`src/rtl/scene_timer_controller.sv`:
```
// scene_timer_controller: operator-key sequencer for the scene-monitor countdown timer.
// Synchronises and debounces the four active-low keys, runs the set/load/arm/run/pause
// FSM, builds BCD load values and generates the decrement tick at real or demo rate.
// Optional feature macro: BCD_CHECK_EN (reject loads with tens > 5 or ones > 9).
module scene_timer_controller #(
    parameter int DEBOUNCE_CYCLES = 250000,
    parameter int DEB_W           = 18,
    parameter int REAL_TICK_DIV   = 50000000,
    parameter int DEMO_TICK_DIV   = 50000,
    parameter int TICK_W          = 26
) (
    input  logic       clkIn,
    input  logic       resetIn,
    input  logic [3:0] resetSetLoadStartIn,
    input  logic [3:0] toggleSwitches17To14In,
    input  logic [3:0] toggleSwitches13To10In,
    input  logic       demoOrRealModeIn,
    input  logic       monitorOrMissedSceneIn,
    output logic [2:0] stateOut,
    output logic       loadEnOut,
    output logic       loadFieldOut,
    output logic [7:0] loadValueOut,
    output logic       tickOut,
    output logic       runningOut,
    output logic       softResetOut,
    output logic       errorOut
);

    localparam logic [2:0] S_IDLE    = 3'd0;
    localparam logic [2:0] S_SET_MIN = 3'd1;
    localparam logic [2:0] S_SET_SEC = 3'd2;
    localparam logic [2:0] S_ARMED   = 3'd3;
    localparam logic [2:0] S_RUN     = 3'd4;
    localparam logic [2:0] S_PAUSE   = 3'd5;

    localparam logic [DEB_W-1:0]  DEB_LAST  = DEB_W'(DEBOUNCE_CYCLES - 1);
    localparam logic [TICK_W-1:0] REAL_LAST = TICK_W'(REAL_TICK_DIV - 1);
    localparam logic [TICK_W-1:0] DEMO_LAST = TICK_W'(DEMO_TICK_DIV - 1);

    logic [3:0]            key_s1_q, key_s2_q;
    logic                  demo_s1_q, demo_s2_q, demo_s3_q;
    logic                  mon_s1_q, mon_s2_q;
    logic [3:0][DEB_W-1:0] deb_cnt_q, deb_cnt_d;
    logic [3:0]            deb_lvl_q, deb_lvl_d, deb_prev_q;
    logic [3:0]            press;
    logic                  p_rst, p_set, p_load, p_start;
    logic [2:0]            state_q, state_d;
    logic                  load_en_q, load_en_d;
    logic                  load_field_q, load_field_d;
    logic [7:0]            load_val_q, load_val_d, sw_val;
    logic                  soft_q, soft_d;
    logic                  running_q, running_d;
    logic [TICK_W-1:0]     pre_q, pre_d, div_last;
    logic                  tick_q, tick_d;
    logic                  load_ok;
`ifdef BCD_CHECK_EN
    logic                  err_q, err_d;
`endif

    // Two-flop synchronisers; demo gets a third stage so a level change can be seen
    always_ff @(posedge clkIn or posedge resetIn) begin
        if (resetIn) begin
            key_s1_q  <= '0;
            key_s2_q  <= '0;
            demo_s1_q <= 1'b0;
            demo_s2_q <= 1'b0;
            demo_s3_q <= 1'b0;
            mon_s1_q  <= 1'b0;
            mon_s2_q  <= 1'b0;
        end else begin
            key_s1_q  <= resetSetLoadStartIn;
            key_s2_q  <= key_s1_q;
            demo_s1_q <= demoOrRealModeIn;
            demo_s2_q <= demo_s1_q;
            demo_s3_q <= demo_s2_q;
            mon_s1_q  <= monitorOrMissedSceneIn;
            mon_s2_q  <= mon_s1_q;
        end
    end

    // Per-key debounce: level flips only after DEBOUNCE_CYCLES consecutive differing samples
    always_comb begin
        deb_cnt_d = deb_cnt_q;
        deb_lvl_d = deb_lvl_q;
        for (int k = 0; k < 4; k++) begin
            if (key_s2_q[k] != deb_lvl_q[k]) begin
                if (deb_cnt_q[k] == DEB_LAST) begin
                    deb_lvl_d[k] = key_s2_q[k];
                    deb_cnt_d[k] = '0;
                end else begin
                    deb_cnt_d[k] = deb_cnt_q[k] + 1'b1;
                end
            end else begin
                deb_cnt_d[k] = '0;
            end
        end
    end

    // Debounce state and previous level for edge detection
    always_ff @(posedge clkIn or posedge resetIn) begin
        if (resetIn) begin
            deb_cnt_q  <= '0;
            deb_lvl_q  <= '0;
            deb_prev_q <= '0;
        end else begin
            deb_cnt_q  <= deb_cnt_d;
            deb_lvl_q  <= deb_lvl_d;
            deb_prev_q <= deb_lvl_q;
        end
    end

    // Keys are active-low: a press is a debounced 1->0 edge; priority reset > set > load > start
    assign press   = deb_prev_q & ~deb_lvl_q;
    assign p_rst   = press[3];
    assign p_set   = press[2] & ~press[3];
    assign p_load  = press[1] & ~|press[3:2];
    assign p_start = press[0] & ~|press[3:1];

    assign sw_val = ({4'd0, toggleSwitches17To14In} * 8'd10) + {4'd0, toggleSwitches13To10In};
`ifdef BCD_CHECK_EN
    assign load_ok = (toggleSwitches17To14In <= 4'd5) && (toggleSwitches13To10In <= 4'd9);
`else
    assign load_ok = 1'b1;
`endif

    // Sequencer next state and strobes
    always_comb begin
        state_d      = state_q;
        load_en_d    = 1'b0;
        load_field_d = load_field_q;
        load_val_d   = load_val_q;
        soft_d       = 1'b0;
`ifdef BCD_CHECK_EN
        err_d        = 1'b0;
`endif
        if (p_rst) begin
            soft_d  = 1'b1;
            state_d = S_IDLE;
        end else begin
            case (state_q)
                S_IDLE:    if (p_set) state_d = S_SET_MIN;
                S_SET_MIN: begin
                    if (p_set) state_d = S_SET_SEC;
                    else if (p_load) begin
                        if (load_ok) begin
                            load_en_d    = 1'b1;
                            load_field_d = 1'b0;
                            load_val_d   = sw_val;
                            state_d      = S_SET_SEC;
                        end
`ifdef BCD_CHECK_EN
                        else err_d = 1'b1;
`endif
                    end
                end
                S_SET_SEC: begin
                    if (p_set) state_d = S_SET_MIN;
                    else if (p_load) begin
                        if (load_ok) begin
                            load_en_d    = 1'b1;
                            load_field_d = 1'b1;
                            load_val_d   = sw_val;
                            state_d      = S_ARMED;
                        end
`ifdef BCD_CHECK_EN
                        else err_d = 1'b1;
`endif
                    end
                end
                S_ARMED: begin
                    if (p_set) state_d = S_SET_MIN;
                    else if (p_start && mon_s2_q) state_d = S_RUN;
                end
                S_RUN:     if (p_start || !mon_s2_q) state_d = S_PAUSE;
                S_PAUSE: begin
                    if (p_set) state_d = S_SET_MIN;
                    else if (p_start && mon_s2_q) state_d = S_RUN;
                end
                default:   state_d = S_IDLE;
            endcase
        end
        running_d = (state_d == S_RUN);
    end

    // Prescaler: counts in RUN, holds in PAUSE, clears elsewhere and on any rate change
    always_comb begin
        div_last = demo_s2_q ? DEMO_LAST : REAL_LAST;
        pre_d    = pre_q;
        tick_d   = 1'b0;
        if (p_rst || (demo_s2_q != demo_s3_q)) begin
            pre_d = '0;
        end else if (state_q == S_RUN) begin
            if (pre_q == div_last) begin
                tick_d = 1'b1;
                pre_d  = '0;
            end else begin
                pre_d = pre_q + 1'b1;
            end
        end else if (state_q != S_PAUSE) begin
            pre_d = '0;
        end
    end

    // Registered state, prescaler and outputs
    always_ff @(posedge clkIn or posedge resetIn) begin
        if (resetIn) begin
            state_q      <= S_IDLE;
            load_en_q    <= 1'b0;
            load_field_q <= 1'b0;
            load_val_q   <= '0;
            soft_q       <= 1'b0;
            running_q    <= 1'b0;
            pre_q        <= '0;
            tick_q       <= 1'b0;
        end else begin
            state_q      <= state_d;
            load_en_q    <= load_en_d;
            load_field_q <= load_field_d;
            load_val_q   <= load_val_d;
            soft_q       <= soft_d;
            running_q    <= running_d;
            pre_q        <= pre_d;
            tick_q       <= tick_d;
        end
    end

`ifdef BCD_CHECK_EN
    // Invalid-load strobe
    always_ff @(posedge clkIn or posedge resetIn) begin
        if (resetIn) err_q <= 1'b0;
        else         err_q <= err_d;
    end
    assign errorOut = err_q;
`else
    assign errorOut = 1'b0;
`endif

    assign stateOut     = state_q;
    assign loadEnOut    = load_en_q;
    assign loadFieldOut = load_field_q;
    assign loadValueOut = load_val_q;
    assign tickOut      = tick_q;
    assign runningOut   = running_q;
    assign softResetOut = soft_q;

endmodule

```
`config.mk`:
```
export PLATFORM = sky130hd
export DESIGN_NAME = scene_timer_controller
export DESIGN_NICKNAME = d
export VERILOG_FILES = /design/src/rtl/scene_timer_controller.sv
export SDC_FILE = /design/constraint.sdc
export NUM_CORES = 1
export LEC_CHECK = 0
export ABC_AREA = 0
export CORE_ASPECT_RATIO = 0.5
export CORE_MARGIN = 2
export CORE_UTILIZATION = 54
export CTS_CLUSTER_SIZE = 30
export DETAILED_ROUTE_END_ITERATION = 12
export PLACE_DENSITY = 0.76
export SYNTH_ARGS = -nofsm -noshare
export SYNTH_HDL_FRONTEND = slang
export SYNTH_SLANG_ARGS = --single-unit
```
`constraint.sdc`:
```
create_clock -name clkIn -period 4.5 [get_ports clkIn]
set_input_delay 0.9 -clock clkIn [delete_from_list [all_inputs] [get_ports clkIn]]
set_output_delay 0.9 -clock clkIn [all_outputs]
set_load 0.02 [all_outputs]
```
==> flow_summary_export.csv, run 1 <==
group,metric,value,unit
outcome,outcome,"complete, no violations",
floorplanning,die_w,161,um
grt,grt_first_pass_wirelength,21500,um
worst_setup_path,crit_end,"loadValueOut[7]",
synthesis,synth_top_cell_area_share,50.5,%
hold_path,hp-class,"reg2reg",
power,switchingPower,644,uW
sta,setup_viol,0,
placement,place_inst,846,
clocking,cts_buffers,17,
power,ir_drop,0.000222,V
grt,grt_overflow,0,
placement,routabilityCongestion,0.806,
routing,viasPerCell,5.51,
sta,layout_setup_ws,1.76,ns
clocking,post-cts-setup-buffers,0,
job,max_cap_violations,0,
sta,slew_violations,0,
worst_setup_path,crit-reg2reg-launch,"pre_q[6]",
sta,timing.slew.headroom,34.7,%
sta,rsz0062_at_grt,"no",
final_layout,fillerInstances,897,
synthesis,syn_avg_cell_area,9.94,um^2
worst_setup_path,worstPathArrival,3.02,ns
placement,dpl_worst_slack,1.33,ns
synthesis,ys_warn_count,0,
worst_setup_path,worst-path-stages,8,
clocking,cts_buffer_depth,2,
sta,hold_ws,0.350,ns
worst_setup_path,cp.buffers_inverters,1,
worst_setup_path,worstPathRequired,4.78,ns
grt,grt_max_degree,65,
final_layout,drive_above_1_share,7.99,%
sta,fin_setup_tns,0,ns
power,p_int,2.23,mW
power,p_sw_share,22.4,%
final_layout,fin_nets,730,
placement,hpwl,8220,um
sta,fmax,365,MHz
worst_setup_path,critPathMaxStageDelay,0.56,ns
final_layout,post-route-util,65.0,%
floorplanning,num_rows,28,
floorplanning,dieArea,13300,um^2
sta,worst_slew_pin_slew,0.978,ns
placement,placed_area,7120,um^2
synthesis,ys_async_sr_fraction,100,%
routing,drt-wirelength-per-cell,14.2,um
power,power_density,370,nW/um^2
final_layout,syn_to_final_growth,16.2,%
synthesis,syn-num-nets,703,
sta,hold_viol_final,0,
worst_setup_path,endpoint_kind,"flop",
worst_setup_path,r2r_cells,5,
worst_setup_path,crit_top_cell,"ha_1",
clocking,root_buffer,"clkbuf_16",
routing,drc,0,
final_layout,multi_input_area,3100,um^2
grt,grt_pass1_vias,4606,
placement,portBuffers,31,
power,p_comb_share,3.8,%
synthesis,synth_cells,673,
worst_setup_path,critPathMaxFanout,4,
routing,vias,4840,
worst_setup_path,worstPathCellList,"clkdlybuf4s50_1, ha_1, ha_1, fa_1, o211ai_1, mux2i_1, a22oi_1, o21ai_0",
synthesis,ys_seq_elements,135,
routing,ant_nets,0,
clocking,cts.sinks,135,
synthesis,synth.most_common_cell,"dfrtp_1",
synthesis,seq_area_frac_synth,50.5,%
clocking,htree_num_levels,4,
synthesis,yosysTopAreaCell,"dfrtp_1",
power,clkPwrFrac,53.1,%
worst_setup_path,r2r_end,"pre_q[18]",
clocking,postCtsHoldBufs,0,
synthesis,synthDistinctLibCells,59,
floorplanning,core_area,11900,um^2
floorplanning,num_io_pins,33,
clocking,clock_latency,0.42,ns
power,p_leak,3.24,nW
clocking,cts.repair.resized,0,
grt,antenna_found_initial,0,
clocking,clkTransAtPathRegs,0.06,ns
worst_setup_path,startpoint,"toggleSwitches17To14In[3]",
synthesis,ys_top_cells_by_count,"dfrtp_1 (135), nor2_1 (106), nand2_1 (51), xnor2_1 (49), nand3_1 (45)",
synthesis,synthesis.area,6690,um^2
final_layout,n_antenna_cell,0,
synthesis,synth_ff_type,"dfrtp_1",
routing,drtPass1Iterations,5,
worst_setup_path,slowest_stage,"clkdlybuf4s50_1",
sta,fin_crit_sh,60.9,%
synthesis,yosys-top-cells-area,"dfrtp_1 (51%), xnor2_1 (6.4%), nor2_1 (5.9%)",
clocking,cts_tree,"done",
floorplanning,start_util,56.0,%
floorplanning,die_h,82.7,um
power,seq_power_share,43.1,%
routing,drt-initial-drc-count,327,
sta,clock_skew,0.0104,ns
worst_setup_path,startpoint_type,"input port",
worst_setup_path,cp_top_family,"adder cells",
final_layout,final_cell_area,7770,um^2
worst_setup_path,path_class,"in2reg",
worst_setup_path,reg2reg_slack,2.20,ns
final_layout,final_cells,878,
grt,track_usage,20.4,%
power,power.total,2.88,mW
routing,routed_wl,12500,um
final_layout,regArea,3380,um^2
sta,period_needed,2.74,ns
synthesis,synth_edf_count,0,
-- state kept, by name, indices dropped and copies added (netlist names) --
signal / flops
key_s2_q: 4
key_s1_q: 4
demo_s1_q: 1
softResetOut: 1
demo_s2_q: 1
demo_s3_q: 1
deb_prev_q: 4
deb_cnt_q: 72
pre_q: 26
loadEnOut: 1
runningOut: 1
stateOut: 3
loadFieldOut: 1
deb_lvl_q: 4
tickOut: 1
loadValueOut: 8
mon_s1_q: 1
mon_s2_q: 1
-- cells in the final DEF, fill, tap and decap left out, drive strengths merged, types with 5 or more instances in the layout --
cell type      instances
nor2                 106
xnor2                 49
nand2                 52
nor4                  22
o21ai                 14
nand4                 23
nand3                 46
clkdlybuf4s50         31
nor4b                  7
a21oi                  8
nand2b                12
ha                    12
a31oi                  6
or3                    7
and4                  10
o311ai                 6
dfrtp                135
nor3                  17
clkbuf                18
or4                    5
mux2                   6
nor2b                  7
inv                   28
xor2                  35
and3                  10
-- kinds of logic (layout without fill, tap and decap cells) --
logic type / Yosys count / after routing / synth area share (%)
AO/OA/AOI/OAI: 48 / 48 / 4.88
other: 1 / 1 / 0.0561
adder cells (fa/ha/maj): 14 / 14 / 2.84
XOR/XNOR: 84 / 84 / 11.0
buffers and inverters: 48 / 88 / 3.11
flip-flops: 135 / 135 / 50.5
multiplexers: 9 / 9 / 1.46
AND/OR/NAND/NOR: 334 / 334 / 26.1
-- worst min-delay path by stage --
stage / startpoint / end / slack, ns / depth (start not counted)
after floorplan: demo_s1_q / demo_s2_q / 0.33 / 0
after CTS: key_s1_q[3] / key_s2_q[3] / 0.35 / 0
final: key_s1_q[3] / key_s2_q[3] / 0.35 / 0
after global placement: key_s1_q[2] / key_s2_q[2] / 0.33 / 0
after global routing: key_s1_q[1] / key_s2_q[1] / 0.36 / 0
after detailed placement: key_s1_q[3] / key_s2_q[3] / 0.34 / 0
-- routing by layer --
| layer | wire, um | GRT usage (%) |
|---|---|---|
| met5 | 0 | 0 |
| met4 | 210 | 9.38 |
| met3 | 370 | 3.65 |
| met2 | 5980 | 33.6 |
| met1 | 5950 | 26.9 |
-- final cells by class --
class	count	share of cell area, %
sequential	135	43.5
multi-input combinational	490	39.9
clock buffer	18	5.65
timing repair buffer	35	4.54
clock inverter	14	2.69
tap	165	2.66
inverter	21	1.06
-- power groups by stage --
| stage | clock, mW | combinational, mW | sequential (mW) |
|---|---|---|---|
| floorplan | 0 | 0.0741 | 1.26 |
| global placement | 0 | 0.108 | 1.26 |
| detailed placement | 0 | 0.112 | 1.26 |
| CTS | 1.55 | 0.113 | 1.24 |
| global route | 1.61 | 0.127 | 1.24 |
| finish | 1.53 | 0.109 | 1.24 |
(Power assumes the default switching activity.)
==> run 2, diff against run 1 <==
Settings changed: CORE_UTILIZATION 54 to 60, PLACE_DENSITY 0.76 to 0.8.
Clock period 4.5 ns to 2.83 ns, I/O delays scaled along.
==> run 2 against run 1 <==
Utilization grew 5.4 points. Sequential cell count is the same. Combinational power grew 60%. Via count grew 1.7%. First-iteration DRC count shrank 28%. Cell area shrank 1.1%. Sequential share of layout area grew 0.50 points. Non-clock buffer count grew 1. Register-to-register slack lost 1.8 ns. Critical endpoint unchanged. Largest cell class unchanged. Highest routed layer unchanged.
==> flow_summary_export.csv, run 2 (same netlist as run 1, synthesis figures left out) <==
group,metric,value,unit
outcome,outcome,"complete, no violations",
routing,drc,0,
final_layout,largest_register_ffs,72,
routing,vias,4924,
hold_path,hp-class,"reg2reg",
worst_setup_path,worstPathArrival,2.68,ns
final_layout,fillerInstances,786,
clocking,cts.repair.resized,0,
sta,period_needed,2.41,ns
clocking,clkTransAtPathRegs,0.06,ns
worst_setup_path,worstPathCellList,"clkdlybuf4s50_1, ha_1, ha_1, fa_1, o211ai_1, mux2i_1, a22oi_1, o21ai_0",
sta,layout_setup_ws,0.417,ns
worst_setup_path,reg2reg_slack,0.44,ns
final_layout,layout_commonest_cell,"dfrtp_1",
final_layout,drive_above_1_share,7.84,%
floorplanning,die_w,153,um
power,p_int,3.33,mW
sta,timing.slew.headroom,53.2,%
routing,drt-initial-drc-count,236,
worst_setup_path,cp.buffers_inverters,1,
sta,fmax,414,MHz
sta,fin_setup_tns,0,ns
clocking,cts_buffer_depth,2,
floorplanning,dieArea,12100,um^2
floorplanning,start_util,61.3,%
worst_setup_path,r2r_cells,5,
grt,grt_pass1_vias,4862,
worst_setup_path,crit-reg2reg-launch,"pre_q[6]",
power,seq_power_share,45.7,%
sta,rsz0062_at_grt,"no",
worst_setup_path,critPathMaxStageDelay,0.55,ns
final_layout,final_cell_area,7680,um^2
power,p_leak,3.20,nW
worst_setup_path,cp_top_family,"adder cells",
grt,track_usage,22.7,%
clocking,root_buffer,"clkbuf_16",
job,max_cap_violations,0,
final_layout,fin_nets,731,
worst_setup_path,r2r_end,"pre_q[13]",
clocking,cts_buffers,17,
clocking,post-cts-setup-buffers,0,
clocking,cts.sinks,135,
routing,drt-wirelength-per-cell,14.7,um
floorplanning,num_io_pins,33,
sta,hold_viol_final,0,
clocking,clock_latency,0.41,ns
grt,antenna_found_initial,0,
power,ir_drop,0.000445,V
grt,grt_first_pass_wirelength,22100,um
grt,grt_max_degree,136,
hold_path,holdPathStages,0,
placement,portBuffers,31,
clocking,postCtsHoldBufs,0,
power,p_comb_share,4.0,%
worst_setup_path,endpoint_kind,"flop",
worst_setup_path,critPathMaxFanout,3,
power,p_sw_share,22.9,%
worst_setup_path,path_class,"in2reg",
placement,dpl_worst_slack,-0.0122,ns
worst_setup_path,startpoint,"toggleSwitches17To14In[1]",
clocking,cts_tree,"done",
final_layout,mostFrequentLayoutCells,"dfrtp_1 (135), nor2_1 (106), nand2_1 (51)",
placement,placed_area,7100,um^2
routing,drtPass1Iterations,5,
worst_setup_path,worstPathRequired,3.10,ns
power,switchingPower,988,uW
worst_setup_path,crit_top_cell,"ha_1",
power,power_density,562,nW/um^2
final_layout,syn_to_final_growth,14.9,%
clocking,htree_num_levels,4,
final_layout,final_cells,859,
sta,fin_crit_sh,85.3,%
sta,slew_violations,0,
routing,ant_nets,0,
power,clkPwrFrac,50.3,%
placement,hpwl,8310,um
floorplanning,core_area,10900,um^2
final_layout,largest-register,"deb_cnt_q",
placement,routabilityCongestion,0.856,
placement,place_inst,827,
floorplanning,die_h,78.7,um
floorplanning,num_rows,27,
routing,routed_wl,12600,um
sta,clock_skew,0.0118,ns
routing,viasPerCell,5.73,
worst_setup_path,slowest_stage,"fa_1",
hold_path,worstHoldStart,"mon_s1_q",
sta,setup_viol,0,
worst_setup_path,startpoint_type,"input port",
sta,worst_slew_pin_slew,0.703,ns
final_layout,n_antenna_cell,0,
grt,grt_overflow,0,
hold_path,hold_end,"mon_s2_q",
run 2: cell types whose count changed in the layout (fill, tap and decap cells not counted), moves of 2 or more:
cell / previous run / this run
clkbuf_1: 0 / 2
bufinv_16: 4 / 2
inv_6: 6 / 4
clkinvlp_4: 1 / 4
inv_8: 2 / 0
run 2: power groups by stage:
stage | Clock [mW] | Combinational, mW | Sequential (mW)
5_1_grt | 2.30 | 0.200 | 1.98
4_1_cts | 2.21 | 0.179 | 1.97
3_3_place_gp | 0 | 0.170 | 2.01
3_5_place_dp | 0 | 0.178 | 2.01
6_report | 2.17 | 0.174 | 1.97
2_1_floorplan | 0 | 0.118 | 2.01
run 2: metrics by stage:
step / power, mW / util, % / hold WS [ns]
after floorplan: 2.12 / - / 0.331
after global placement: 2.18 / 65.1 / 0.332
after detailed placement: 2.19 / 65.1 / 0.335
after CTS: 4.36 / 70.4 / 0.348
after global routing: 4.48 / 70.4 / 0.356
final: 4.32 / 70.4 / 0.347
run 2: worst max path at each step:
| stage | to | slack [ns] | cells past startpoint |
|---|---|---|---|
| after floorplan | deb_cnt_q[0] | 0.58 | 1 |
| after global placement | loadValueOut[7] | 0.1 | 8 |
| after detailed placement | loadValueOut[7] | -0.01 | 8 |
| after CTS | loadValueOut[7] | 0.41 | 8 |
| after global routing | pre_q[20] | 0.27 | 5 |
| final | loadValueOut[7] | 0.42 | 8 |
run 2: worst reg2reg max path, cell delays in order (launching register included):
cell and delay [ns]:
dfrtp_1 0.48, or4b_1 0.49, nor4_2 0.40, o21ai_2 0.26
a21oi_2 0.51, nor2_1 0.12
run 2: area by class of cell:
class | count | area, um^2 | area share (%)
Sequential cell | 135 | 3380 | 44.0
Clock inverter | 13 | 145 | 1.89
Timing Repair Buffer | 36 | 360 | 4.69
Tap cell | 145 | 181 | 2.36
Inverter | 21 | 82.6 | 1.07
Multi-Input combinational cell | 490 | 3100 | 40.4
Clock buffer | 19 | 433 | 5.64
run 2: metal layers:
metal | track usage, % | vias to the layer above | part of all wire [%]
met3 | 4.53 | 21 | 3.2
met4 | 9.91 | 0 | 1.7
met5 | 0 | - | 0
met2 | 37.5 | 85 | 49
li1 | - | 2396 | -
met1 | 29.6 | 2422 | 46
